--- src/rtl/fsfifo_drain_pkg.sv ---
// fsfifo_drain shared types: FSM state encoding and the buffer-room helper.
// No ports; imported by fsfifo_drain.
package fsfifo_drain_pkg;

    typedef enum logic {
        IDLE = 1'b0,
        RUN  = 1'b1
    } state_t;

    // Words that will sit in the output buffer after this edge if no
    // new capture happens: current occupancy plus the word in flight,
    // minus the word leaving this cycle.
    function automatic logic [2:0] pending(
        input logic [1:0] occ,
        input logic       inflight,
        input logic       pop
    );
        return {1'b0, occ} + {2'b0, inflight} - {2'b0, pop};
    endfunction

endpackage

--- src/rtl/fsfifo_drain_skid2.sv ---
// skid2_buffer: 2-entry FIFO-ordered register buffer with registered head.
// Ports: clk, reset, push/push_data (write), pop (drop head), occ, head_data.
module skid2_buffer #(
    parameter int WIDTH = 32
) (
    input  logic             clk,
    input  logic             reset,
    input  logic             push,
    input  logic [WIDTH-1:0] push_data,
    input  logic             pop,
    output logic [1:0]       occ,
    output logic [WIDTH-1:0] head_data
);

    logic [WIDTH-1:0] e0;
    logic [WIDTH-1:0] e1;

    always_ff @(posedge clk) begin
        if (reset) begin
            occ <= 2'd0;
        end else begin
            occ <= occ + {1'b0, push} - {1'b0, pop};
        end
    end

    // Data registers need no reset; occupancy qualifies them.
    always_ff @(posedge clk) begin
        case ({push, pop})
            2'b11: begin
                if (occ == 2'd2) begin
                    e0 <= e1;
                    e1 <= push_data;
                end else begin
                    e0 <= push_data;
                end
            end
            2'b10: begin
                if (occ == 2'd0) begin
                    e0 <= push_data;
                end else begin
                    e1 <= push_data;
                end
            end
            2'b01: begin
                e0 <= e1;
            end
            default: ;
        endcase
    end

    assign head_data = e0;

endmodule

--- src/rtl/fsfifo_drain.sv ---
// fsfifo_drain: pops N words from a 1-cycle-latency FIFO read port and
// streams them out (valid/ready, last on word N, done pulse at the end).
// Ports: clk_i, reset_i, cmd_valid_i/cmd_ready_o/cmd_len_i command;
// fifo_empty_i/fifo_rd_o/fifo_data_i FIFO read side; m_valid_o/m_ready_i/
// m_data_o/m_last_o stream; busy_o, done_o status.
module fsfifo_drain
    import fsfifo_drain_pkg::*;
#(
    parameter int WIDTH    = 32,
    parameter int LEN_BITS = 8
) (
    input  logic                clk_i,
    input  logic                reset_i,
    input  logic                cmd_valid_i,
    output logic                cmd_ready_o,
    input  logic [LEN_BITS-1:0] cmd_len_i,
    input  logic                fifo_empty_i,
    output logic                fifo_rd_o,
    input  logic [WIDTH-1:0]    fifo_data_i,
    output logic                m_valid_o,
    input  logic                m_ready_i,
    output logic [WIDTH-1:0]    m_data_o,
    output logic                m_last_o,
    output logic                busy_o,
    output logic                done_o
);

    state_t              state;
    state_t              state_nx;
    logic [LEN_BITS-1:0] issue_cnt;
    logic [LEN_BITS-1:0] out_cnt;
    logic                inflight;
    logic                done;
    logic                pop;
    logic                accept;
    logic                finish;
    logic [1:0]          occ;

    assign m_valid_o = (occ != 2'd0);
    assign pop       = m_valid_o && m_ready_i;
    assign m_last_o  = m_valid_o && (out_cnt == LEN_BITS'(1));
    assign done_o    = done;

    always_comb begin
        state_nx    = state;
        cmd_ready_o = 1'b0;
        busy_o      = 1'b0;
        fifo_rd_o   = 1'b0;
        accept      = 1'b0;
        finish      = 1'b0;
        case (state)
            IDLE: begin
                cmd_ready_o = 1'b1;
                accept      = cmd_valid_i;
                if (accept && cmd_len_i != '0) begin
                    state_nx = RUN;
                end
            end
            RUN: begin
                busy_o = 1'b1;
                // Room check counts the word leaving this cycle, so a
                // full buffer that is draining still issues a read.
                fifo_rd_o = (issue_cnt != '0) && !fifo_empty_i &&
                            (pending(occ, inflight, pop) < 3'd2);
                if (pop && m_last_o) begin
                    finish   = 1'b1;
                    state_nx = IDLE;
                end
            end
            default: state_nx = IDLE;
        endcase
    end

    always_ff @(posedge clk_i) begin
        if (reset_i) begin
            state <= IDLE;
        end else begin
            state <= state_nx;
        end
    end

    always_ff @(posedge clk_i) begin
        if (reset_i) begin
            issue_cnt <= '0;
            out_cnt   <= '0;
            inflight  <= 1'b0;
            done      <= 1'b0;
        end else begin
            // Clearing inflight on reset drops data of a reset-cycle read.
            inflight <= fifo_rd_o;
            done     <= finish || (accept && cmd_len_i == '0);
            if (accept) begin
                issue_cnt <= cmd_len_i;
                out_cnt   <= cmd_len_i;
            end else begin
                if (fifo_rd_o) begin
                    issue_cnt <= issue_cnt - LEN_BITS'(1);
                end
                if (pop) begin
                    out_cnt <= out_cnt - LEN_BITS'(1);
                end
            end
        end
    end

    skid2_buffer #(
        .WIDTH(WIDTH)
    ) u_buf (
        .clk       (clk_i),
        .reset     (reset_i),
        .push      (inflight),
        .push_data (fifo_data_i),
        .pop       (pop),
        .occ       (occ),
        .head_data (m_data_o)
    );

endmodule

--- config.mk ---
export PLATFORM = sky130hd
export DESIGN_NAME = fsfifo_drain
export DESIGN_NICKNAME = d
export VERILOG_FILES = /design/src/rtl/fsfifo_drain_pkg.sv /design/src/rtl/fsfifo_drain_skid2.sv /design/src/rtl/fsfifo_drain.sv
export SDC_FILE = /design/constraint.sdc
export NUM_CORES = 1
export LEC_CHECK = 0
export CORE_MARGIN = 2
export CORE_UTILIZATION = 67
export CTS_CLUSTER_SIZE = 20
export DETAILED_ROUTE_END_ITERATION = 6
export DONT_BUFFER_PORTS = 1
export PLACE_DENSITY = 0.94
export SLEW_MARGIN = 10
export SYNTH_ARGS = -nofsm -noshare
export SYNTH_HDL_FRONTEND = slang
export SYNTH_HIERARCHICAL = 1
export SYNTH_SLANG_ARGS = --single-unit
--- constraint.sdc ---
create_clock -name clk_i -period 5.8 [get_ports clk_i]
set_input_delay 0.58 -clock clk_i [delete_from_list [all_inputs] [get_ports clk_i]]
set_output_delay 0.58 -clock clk_i [all_outputs]
set_load 0.01 [all_outputs]
==> flow_summary.yaml, run 1 <==
synthesis:
  synthArstFlopShare: 0
  yosys_warnings: 6
  yosysMostFrequentCell: "edfxtp_1"
  synth_common_cells: "edfxtp_1 (64), a22o_1 (32), dfxtp_1 (21)"
  synth-xor-area-share: 0.0216
  synth_top_family_by_area: "compound AO/OA/AOI/OAI gates"
  synth_cell_types: 49
  synthMuxAreaShare: 0
  synth_compound_area_frac: 0.154
  synth_edf_count: 64
  synth_flop_cell: "edfxtp_1"
  synth_area_leaders: "edfxtp_1 (53%), dfxtp_1 (12%), a22o_1 (7.7%)"
  synth_top_area_share: 0.527
  ys_seq_area_frac: 0.642
  syn_inst: 268
  synthesis.nets: 325
  synth-simple-area-share: 0.106
  synth-seq-cells: 85
  synth.avg_cell_area_sq_um: 13.6
  syn_area_sq_um: 3650
  synthAdderAreaFrac: 0.0432
  yosys.area.top_type: "edfxtp_1"
route:
  drc_errors: 0
  drt_wl_total_microns: 6640
  vias_per_cell: 6.61
  ant_nets: 0
  wl_per_cell_microns: 19.5
  vias: 2254
  firstDrtPassIters: 4
  first_iter_violations: 185
finish:
  diodes: 0
  drive_gt1_frac: 0.0996
  nNetsFinal: 323
  syn_to_final_growth_pct: 6.17
floorplanning:
  die_y_microns: 77.8
  fp.coreArea_sq_um: 5170
  start_util: 0.706
  ios: 83
  dieArea_sq_um: 6050
  std_cell_rows: 26
  die_w_microns: 77.8
clock_tree:
  cts_sinks: 85
  post_cts_resized: 0
  clockBufferDepth: 2
  clk_pin_slew_ps: 90
  cts_tree: "done"
  clk_latency_ps: 340
  htree_num_levels: 3
  root_buffer: "clkbuf_8"
  hold_buffers: 0
  post-cts-setup-buffers: 0
  cts_buffers: 9
placement:
  gp_congestion: 0.885
  place_hpwl_microns: 4570
  port_buffers: 0
power_and_ir_drop:
  p_seq_frac: 0.503
  ir_worst_vdd_v: 0.000227
  switching_share: 0.333
  p_int_mw: 1.22
  power.leakage_nw: 1.36
  p_comb_frac: 0.274
  power.switching_mw: 0.610
  power_mw: 1.83
  powerDensity_nw_per_um2: 472
  power_frac_clock: 0.223
outcome:
  status: "finished, final reports clean"
grt:
  antenna_found_initial: 0
  grt_max_degree: 33
  overflow: 0
  grt_pass1_vias: 2130
  grt_pass1_wl_microns: 10200
  grt_use_total: 0.224
timing:
  timing.setup.tns_ps: 0
  rsz0062_at_grt: "no"
  worst_pin_slew_ps: 1170
  fmaxAchievable_ghz: 0.255
  setup_viol: 0
  finalClockSkew_ps: 8.88
  slew_viol_final: 0
  period_needed_ps: 3920
  relSlewSlack: 0.217
  fin_crit_sh: 0.675
  final_hold_viol_count: 0
worst_setup_path:
  cp_data_arrival_time_ps: 3340
  endpoint_kind: "primary output"
  r2r_slack_ps: 2490
  crit_type: "flip-flop to primary output"
  cp_max_fo: 13
  start_kind: "flip-flop"
  critPathRequiredTime_ps: 5220
job:
  cap_viol_max_count: 0
min_path:
  hold_class: "input port to flip-flop"
## state kept, by name, summed over array words and instances, names as in the netlist
name and count:
u_buf/e1 32, u_buf/head_data 32, issue_cnt 8, out_cnt 8
u_buf/occ 2, done_o 1, inflight 1, state 1
## per-layer routing
layer / global-route usage / up-vias / wire, microns
met3: 0.0814 / 13 / 573
li1: - / 1034 / -
met2: 0.350 / 109 / 3300
met5: 0 / - / 0
met4: 0.100 / 0 / 124
met1: 0.281 / 1098 / 2640
## cells in the final DEF (no fill, tap or decap), types with 2 or more instances in the layout
master	n
nand4_1	2
xnor2_1	6
nor3b_1	2
nor3_1	4
a31oi_1	8
ha_1	11
a211oi_1	5
or3_1	3
or4_1	3
inv_1	11
nand4b_1	2
o21ai_1	2
a22o_1	32
nand2_1	11
clkinvlp_4	3
nand3b_1	2
nor2b_1	4
a21oi_1	4
nor2_1	14
and2_1	2
xor2_1	3
o211ai_1	8
clkbuf_8	9
dfxtp_1	21
nor4_2	2
nand3_1	6
nand2b_1	2
edfxtp_1	64
## worst max-delay path: stages, from the launching register on
cell      delay [ps]
dfxtp_1          430
o21ai_1          400
inv_1            240
ha_1             330
nand2b_1         150
fa_1             380
xnor2_1          200
nand4b_1         450
nor2_1           400
## final cells by class
class	count	area (sq um)
Timing Repair Buffer	1	7.51
Clock inverter	7	75.1
Clock buffer	9	124
Inverter	11	41.3
Tap cell	70	87.6
Fill cell	312	1300
Sequential cell	85	2340
Multi-Input combinational cell	158	1200
## metrics by stage
stage	std cells	cell area [sq um]	hold slack [ps]	worst slack, ps	util
global placement	325	3680	483	2420	0.711
floorplan	268	3650	480	2580	-
global route	341	3870	269	1550	0.749
CTS	341	3870	275	1880	0.749
detailed placement	325	3680	496	2270	0.711
finish	341	3870	287	1880	0.749
## logic make-up after synthesis
| family | Yosys count |
|---|---|
| fa+ha+maj | 12 |
| buf+inv | 25 |
| flops | 85 |
| compound gates | 71 |
| simple gates | 66 |
| xor+xnor | 9 |
## power by group through the flow
| stage | Sequential [mW] | Combinational (mW) | Clock [mW] |
|---|---|---|---|
| global route | 0.931 | 0.554 | 0.440 |
| finish | 0.921 | 0.502 | 0.407 |
| detailed placement | 0.936 | 0.497 | 0 |
| CTS | 0.922 | 0.501 | 0.413 |
| global placement | 0.930 | 0.469 | 0 |
| floorplan | 0.919 | 0.424 | 0 |
## path summary, 6_finish.rpt
| path | from | endpoint | depth (start not counted) |
|---|---|---|---|
| setup / recovery | u_buf/occ[1]$_SDFF_PP0_ | fifo_rd_o | 8 |
| hold / removal | reset_i | issue_cnt[5]$_SDFFE_PP0P_ | 1 |
| setup reg to reg | u_buf/occ[1]$_SDFF_PP0_ | issue_cnt[1]$_SDFFE_PP0P_ | 9 |
| hold reg to reg | issue_cnt[7]$_SDFFE_PP0P_ | issue_cnt[7]$_SDFFE_PP0P_ | 2 |
Power figures use the tool's default switching activity.
==> run 2, diff against run 1 <==
--- a/config.mk
+++ b/config.mk
@@ -6,11 +6,11 @@
 export NUM_CORES = 1
 export LEC_CHECK = 0
 export CORE_MARGIN = 2
-export CORE_UTILIZATION = 67
+export CORE_UTILIZATION = 56
 export CTS_CLUSTER_SIZE = 20
 export DETAILED_ROUTE_END_ITERATION = 6
 export DONT_BUFFER_PORTS = 1
-export PLACE_DENSITY = 0.94
+export PLACE_DENSITY = 0.85
 export SLEW_MARGIN = 10
 export SYNTH_ARGS = -nofsm -noshare
 export SYNTH_HDL_FRONTEND = slang
==> constraint.sdc (replaced) <==
create_clock -name clk_i -period 3.6 [get_ports clk_i]
set_input_delay 0.36 -clock clk_i [delete_from_list [all_inputs] [get_ports clk_i]]
set_output_delay 0.36 -clock clk_i [all_outputs]
set_load 0.01 [all_outputs]
==> flow_summary.yaml, run 2 (synthesis results as in run 1) <==
route:
  drt_wl_total_microns: 6910
  wl_per_cell_microns: 19.7
  drc_errors: 0
  first_iter_violations: 112
  ant_nets: 0
  vias_per_cell: 6.37
  firstDrtPassIters: 4
  vias: 2237
grt:
  grt_max_degree: 33
  grt_pass1_wl_microns: 10500
  grt_pass1_vias: 2153
  overflow: 0
  grt_use_total: 0.190
  antenna_found_initial: 0
min_path:
  hold_class: "input port to flip-flop"
  hold_end: "out_cnt[7]$_SDFFE_PP0P_"
  min_path_cells: 1
  hold_path_startpoint: "reset_i"
clock_tree:
  cts_buffers: 9
  clockBufferDepth: 2
  clk_latency_ps: 340
  htree_num_levels: 3
  cts_tree: "done"
  cts_sinks: 85
  clk_pin_slew_ps: 90
  root_buffer: "clkbuf_8"
  post_cts_resized: 0
worst_setup_path:
  crit_type: "flip-flop to primary output"
  setup.worst_path.start: "u_buf/occ[1]$_SDFF_PP0_"
  reg2reg_depth: 10
  critPathRequiredTime_ps: 3240
  r2r_end: "issue_cnt[1]$_SDFFE_PP0P_"
  timing.rr.start: "u_buf/occ[1]$_SDFF_PP0_"
  start_kind: "flip-flop"
  r2r_slack_ps: 510
  cp_data_arrival_time_ps: 2910
  endpoint_kind: "primary output"
  cp_max_fo: 10
finish:
  syn_to_final_growth_pct: 6.48
  final_cell_mix: "edfxtp_1 (64), a22o_1 (32), dfxtp_1 (21)"
  stdcell_count: 351
  nNetsFinal: 326
  final_util: 0.616
  fillCellCount: 462
  diodes: 0
  drive_gt1_frac: 0.109
  layout_commonest_cell: "edfxtp_1"
floorplanning:
  start_util: 0.578
  ios: 83
  die_y_microns: 84.7
  std_cell_rows: 29
  dieArea_sq_um: 7180
  die_w_microns: 84.7
  fp.coreArea_sq_um: 6310
timing:
  fin_crit_sh: 0.908
  fmaxAchievable_ghz: 0.306
  rsz0062_at_grt: "no"
  relSlewSlack: 0.502
  setup_viol: 0
  period_needed_ps: 3270
  slew_viol_final: 0
  final_hold_viol_count: 0
  timing.setup.tns_ps: 0
  worst_pin_slew_ps: 745
  finalClockSkew_ps: 11.9
power_and_ir_drop:
  power.leakage_nw: 1.37
  powerDensity_nw_per_um2: 747
  ir_worst_vdd_v: 0.000381
placement:
  port_buffers: 0
  place_hpwl_microns: 4800
  placed_cells: 334
  gp_congestion: 0.851
job:
  cap_viol_max_count: 0
outcome:
  status: "finished, final reports clean"
==> run 2: changes by cell type in the layout (fill, tap and decap cells not counted), sizes merged <==
cell,delta
clkinvlp,-1
buf,+3
inv,+2
bufinv,-1
==> run 2: worst max-delay path, cell delays in order (launching register included) <==
cell	delay [ps]
dfxtp_1	430
o21ai_1	390
inv_1	230
ha_1	330
nand2b_1	150
fa_1	380
xnor2_1	180
nand4b_1	190
nor2_1	290
==> run 2: power breakdown <==
group          internal (mW)  total [mW]  switching, mW
Sequential              1.32        1.48          0.161
Clock                  0.258       0.594          0.337
Combinational          0.330       0.825          0.495
==> run 2: through the flow <==
step	hold WS [ps]	total power, mW	area, sq um	setup slack, ps
CTS	60.8	2.91	3890	351
global route	57.5	3.05	3890	115
finish	73.6	2.90	3890	331
global placement	427	2.26	3700	465
detailed placement	430	2.31	3700	357
floorplan	432	2.16	3650	396
==> run 2: worst max-delay path by stage <==
| stage | endpoint | slack [ps] |
|---|---|---|
| after floorplan | u_buf/head_data[0]$_DFFE_PP_ | 400 |
| after global placement | fifo_rd_o | 460 |
| after detailed placement | fifo_rd_o | 360 |
| after CTS | fifo_rd_o | 350 |
| after global routing | fifo_rd_o | 120 |
| final | fifo_rd_o | 330 |
==> run 2: routing by layer <==
metal	track usage	wire length, microns
met5	0	0
met1	0.223	2900
met3	0.0816	557
met4	0.0736	129
met2	0.309	3320
==> run 2: layout make-up <==
class	count	area [sq um]	share of cell area
clock inverters	7	55.1	0.0142
inverters	11	41.3	0.0106
clock buffers	9	124	0.0319
flip-flops and latches	85	2340	0.603
multi-input cells	158	1200	0.308
repair buffers	4	30.0	0.00773
well taps	77	96.3	0.0248
==> run 2: timing repair <==
action,in CTS,in global routing
buffers inserted,1,0
hold buffers,0,0
endpoints found under the hold margin,0,0
endpoints found under the setup margin,1,0
==> run 3, diff against run 2 <==
--- a/config.mk
+++ b/config.mk
@@ -5,6 +5,7 @@
 export SDC_FILE = /design/constraint.sdc
 export NUM_CORES = 1
 export LEC_CHECK = 0
+export CAP_MARGIN = 15
 export CORE_MARGIN = 2
 export CORE_UTILIZATION = 56
 export CTS_CLUSTER_SIZE = 20
==> results of run 3 <==
Same layout as run 2: the final DEF is identical, and so are final timing and power.
==> RTL change 1 (config.mk and constraints of run 2) <==
`WIDTH` is set to 32 in 2 places; all go to 64.
--- a/src/rtl/fsfifo_drain_skid2.sv
+++ b/src/rtl/fsfifo_drain_skid2.sv
@@ -3,3 +3,3 @@
 module skid2_buffer #(
-    parameter int WIDTH = 32
+    parameter int WIDTH = 64
 ) (
--- a/src/rtl/fsfifo_drain.sv
+++ b/src/rtl/fsfifo_drain.sv
@@ -8,3 +8,3 @@
 #(
-    parameter int WIDTH    = 32,
+    parameter int WIDTH    = 64,
     parameter int LEN_BITS = 8
Ports: changed (resized fifo_data_i and m_data_o); port bits go from 83 to 147. The function was not compared with the original's and may differ.
==> RTL change 1 against run 2 <==
- sequential cell count up 64
- synthesized cell count up 38%
- wire length up 75%
- critical endpoint unchanged
- largest power group unchanged
- maximum frequency down 1.2%
- combinational power up 61%
- non-clock buffer count up 70
- setup slack worse by 41 ps
- design area up 88%
- total power up 95%
- synthesized area up 62%
==> RTL change 1: results (changes against run 2) <==
| Metric | Value |
|---|---|
| Status | `complete, no violations` |
| Synth Area in Compound Gates | `0.142 (-0.0120)` |
| CP max FO | `9 (-1)` |
| Via/cell ratio | `5.96 (-6.5%)` |
| Pin count of the biggest net entering global routing | `65 (+97%)` |
| Met2 global-route usage | `0.377 (+0.0682)` |
| Max VDD drop | `469 µV (+23%)` |
| Sw power | `1.78 mW (+79%)` |
| Fill count | `639 (+38%)` |
| Hold path start | `cmd_len_i[0]` |
| Sequential area share after synthesis | `0.721 (+0.0791)` |
| Initial DRC count | `268 (+140%)` |
| Initial antenna violation count | `0 (unchanged)` |
| Comb. pwr | `1.33 mW (+61%)` |
| Mux cell area share after synthesis | `0 (unchanged)` |
| Worst slew margin | `0.410 (-0.0921)` |
| Cts bufs inserted | `17 (+8)` |
| Avg Synthesized Cell Area | `15.9 µm² (+17%)` |
| Nets@finish | `532 (+63%)` |
| Routability cong. | `0.846 (-0.69%)` |
| WP data arrival | `2950 ps (+40 ps)` |
| Share of cells above drive strength 1 | `0.110 (+0.000160)` |
| Wirelength per Cell | `20.4 µm (+3.8%)` |
| Adder-Cell Fraction of Synth Area | `0.0266 (-0.0165)` |
| Post-Syn Nets | `460 (+42%)` |
| DP HPWL | `7450 µm (+55%)` |
| # hold bufs at CTS | `69 (+69)` |
| # H-tree levels | `4 (+1)` |
| All-Layer GR Usage | `0.219 (+0.0294)` |
| Synth Area in XOR/XNOR | `0.0133 (-0.00827)` |
| Dpl ws | `475 ps (+118 ps)` |
| Clk_lat worst skew | `510 ps (+170 ps)` |
| Main area contributors after synthesis | `edfxtp_1, a22o_1, dfxtp_1, ha_1, buf_6` |
| CTS clk-pin slew, worst paths | `70 ps (-20 ps)` |
| Met2 WL | `6330 µm (+91%)` |
| Placed cells | `490 (+47%)` |
| DP Area | `6020 µm² (+63%)` |
| Fin Clk Skew | `12.9 ps (+0.910 ps)` |
| Hold Crit Class | `input port to flop` |
| Vias after detailed routing | `3528 (+58%)` |
| Setup Buffers After CTS | `0 (-1)` |
| Internal | `3.88 mW (+100%)` |
| Met3 usage | `0.0705 (-0.0111)` |
| Clock group | `1.69 mW (+180%)` |
| M1 GR Usage | `0.266 (+0.0430)` |
| Static Leakage | `2.62 nW (+91%)` |
| Hold Worst Slack | `30.5 ps (-43.1 ps)` |
| Met1 wire length | `4820 µm (+66%)` |
| First-pass GRT wire length | `18900 µm (+80%)` |
| Met3 WL post-DR | `854 µm (+53%)` |
| Post-synth top cells | `edfxtp_1, a22o_1, dfxtp_1` |
| Number of synthesized flops with an enable pin | `128 (+100%)` |
| Number of global-route vias before repair | `3622 (+68%)` |
==> RTL change 1: cell type report <==
cell class	instances	area, µm²	share of cell area
clock inverters	15	165	0.0226
inverters	12	45.0	0.00617
flip-flops and latches	149	4260	0.584
clock buffers	17	414	0.0567
multi-input cells	189	1500	0.206
repair buffers	74	741	0.101
well taps	136	170	0.0233
==> RTL change 1: path summary, 6_finish.rpt <==
check | endpoint | slack (ps) | depth (start not counted)
setup / recovery | fifo_rd_o | 290 | 8
hold / removal | out_cnt[0] | 30 | 2
hold reg to reg | issue_cnt[7] | 520 | 2
setup reg to reg | issue_cnt[5] | 660 | 10
==> RTL change 1: logic make-up after synthesis <==
family                     Yosys count
DFF                                149
AOI/OAI and AO/OA                  103
and+or+nand+nor                     65
buffers and inverters               33
adders and majority gates           12
xor gates and xnor gates             9
==> RTL change 1: critical path, cell delays in order (launching register included) <==
cell,delay (ps)
dfxtp_1,410
o21ai_2,290
inv_1,200
ha_1,330
nand2b_1,150
fa_1,380
xnor2_1,180
nand4b_1,240
nor2_2,260
==> RTL change 2 (flow settings as in run 2) <==
Made on the original files. Reset style: asynchronous (`reset` and `reset_i`), changed in 3 clocked blocks.
--- a/src/rtl/fsfifo_drain_skid2.sv
+++ b/src/rtl/fsfifo_drain_skid2.sv
@@ -17,3 +17,3 @@
 
-    always_ff @(posedge clk) begin
+    always_ff @(posedge clk or posedge reset) begin
         if (reset) begin
--- a/src/rtl/fsfifo_drain.sv
+++ b/src/rtl/fsfifo_drain.sv
@@ -73,3 +73,3 @@
 
-    always_ff @(posedge clk_i) begin
+    always_ff @(posedge clk_i or posedge reset_i) begin
         if (reset_i) begin
@@ -81,3 +81,3 @@
 
-    always_ff @(posedge clk_i) begin
+    always_ff @(posedge clk_i or posedge reset_i) begin
         if (reset_i) begin
Function: differs if reset_i is asserted again (counterexample within 4 cycles, from zero or initial values and one cycle with reset_i high); with reset_i held inactive, the same outputs for 10 cycles.
==> RTL change 2 against run 2 <==
- final cell count fell by 4.0%
- critical endpoint unchanged
- synthesized area fell by 1.9%
- synthesized cell count fell by 7.8%
- wire length fell by 0.54%
- critical path depth did not move
- setup slack got worse by 92 ps
- register-to-register slack improved by 50 ps
- clock power rose by 28%
- die area fell by 1.8%
- sequential cell count did not move
- total power rose by 25%
- design area rose by 0.55%
==> RTL change 2: results (changes against run 2) <==
| Metric | Value |
|---|---|
| Status | `complete, no violations` |
| All-Layer GR Usage | `0.203 (+0.0138)` |
| Max VDD drop | `483 µV (+27%)` |
| Nets@finish | `312 (-4.3%)` |
| Worst slew margin | `0.520 (+0.0176)` |
| Setup Buffers After CTS | `0 (-1)` |
| Slowest cell on the critical path | `dfrtp_1` |
| CTS clk-pin slew, worst paths | `90 ps (about the same)` |
| Adder-Cell Fraction of Synth Area | `0.0440 (+0.000845)` |
| Fin cells | `337 (-4.0%)` |
| Dpl ws | `333 ps (-24.3 ps)` |
| Synth Area in Compound Gates | `0.117 (-0.0372)` |
| Initial DRC count | `123 (+9.8%)` |
| DP HPWL | `4750 µm (-1.2%)` |
| Share of cells above drive strength 1 | `0.112 (+0.00205)` |
| First-pass GRT wire length | `10800 µm (+2.4%)` |
| Number of global-route vias before repair | `2092 (-2.8%)` |
| Post-synth top cells | `edfxtp_1, a22o_1, dfrtp_1` |
| WP data arrival | `3000 ps (+90 ps)` |
| Number of synthesized flops with an enable pin | `64 (unchanged)` |
| Wirelength per Cell | `20.4 µm (+3.6%)` |
| Post-Syn Nets | `304 (-6.5%)` |
| Pre-antenna DRT Iters | `5 (+1)` |
| Share of flip-flops with an asynchronous set or reset | `0.247 (+0.247)` |
| Placed cells | `320 (-4.2%)` |
| Root buf cell | `clkbuf_8` |
| Main area contributors after synthesis | `edfxtp_1, dfrtp_1, a22o_1, ha_1, nand3_1` |
| CP max FO | `15 (+5)` |
| Static Leakage | `1.49 nW (+8.6%)` |
| Netlist cell types | `39 (-20%)` |
| Internal | `2.35 mW (+23%)` |
## RTL change 2: what timing repair did
item | CTS | global route
endpoints found under the setup margin | 1 | 1
hold buffers | 1 | 0
gates resized for setup | 1 | 1
endpoints found under the hold margin | 2 | 0
## RTL change 2: worst max-delay path, delay by kind of cell, from the launching register on
family / cells / cell delay [ps]
AOI/OAI and AO/OA: 2 / 740
adders and majority gates: 2 / 680
DFF: 1 / 510
buffers and inverters: 2 / 390
xor gates and xnor gates: 1 / 170
and+or+nand+nor: 1 / 150
## RTL change 2: cell families (layout without fill, tap and decap cells)
logic type	after synthesis	after routing
AO/OA/AOI/OAI	53	53
XOR/XNOR	10	10
adder cells (fa/ha/maj)	12	12
buffers and inverters	21	34
flip-flops	85	85
multiplexers	2	2
AND/OR/NAND/NOR	64	64
## RTL change 2: per-stage QoR
stage / hold WS [ps] / cell area, µm² / utilization
floorplan: 101 / 3580 / -
global placement: 107 / 3660 / 0.584
detailed placement: 107 / 3660 / 0.584
CTS: 10.2 / 3900 / 0.622
global route: 47.9 / 3910 / 0.622
finish: 2.41 / 3910 / 0.622
## RTL change 2: path summary, 6_finish.rpt
kind	startpoint	to	slack, ps	cells after the start
setup / recovery	u_buf/occ[1]	fifo_rd_o	240	8
hold / removal	reset_i	state	2	1
setup reg to reg	u_buf/occ[1]	issue_cnt[3]	560	9
hold reg to reg	u_buf/e1[2]	u_buf/head_data[2]	550	1
max in group asynchronous	reset_i	inflight	3140	1
min in group clk_i	fifo_data_i[10]	u_buf/e1[10]	100	0
## RTL change 2: power by group through the flow
stage	logic, mW	clock network [mW]	registers [mW]
2_1_floorplan	0.848	0	1.80
3_3_place_gp	0.959	0	1.83
3_5_place_dp	1.02	0	1.86
4_1_cts	1.03	0.778	1.84
5_1_grt	1.15	0.817	1.88
6_report	1.03	0.760	1.84
## RTL change 2: final cells by class
| class | count | area (µm²) | share of cell area |
|---|---|---|---|
| sequential | 85 | 2450 | 0.626 |
| multi-input combinational | 141 | 1040 | 0.266 |
| clock buffer | 9 | 124 | 0.0317 |
| clock inverter | 7 | 106 | 0.0272 |
| tap | 77 | 96.3 | 0.0247 |
| timing repair buffer | 6 | 47.5 | 0.0122 |
| inverter | 12 | 45.0 | 0.0115 |
## RTL change 2: per-layer routing
| metal | GRT usage | vias to the layer above | wire, µm |
|---|---|---|---|
| li1 | - | 961 | - |
| met5 | 0 | - | 0 |
| met4 | 0.0982 | 0 | 174 |
| met3 | 0.0772 | 18 | 558 |
| met1 | 0.247 | 1021 | 2720 |
| met2 | 0.321 | 102 | 3420 |
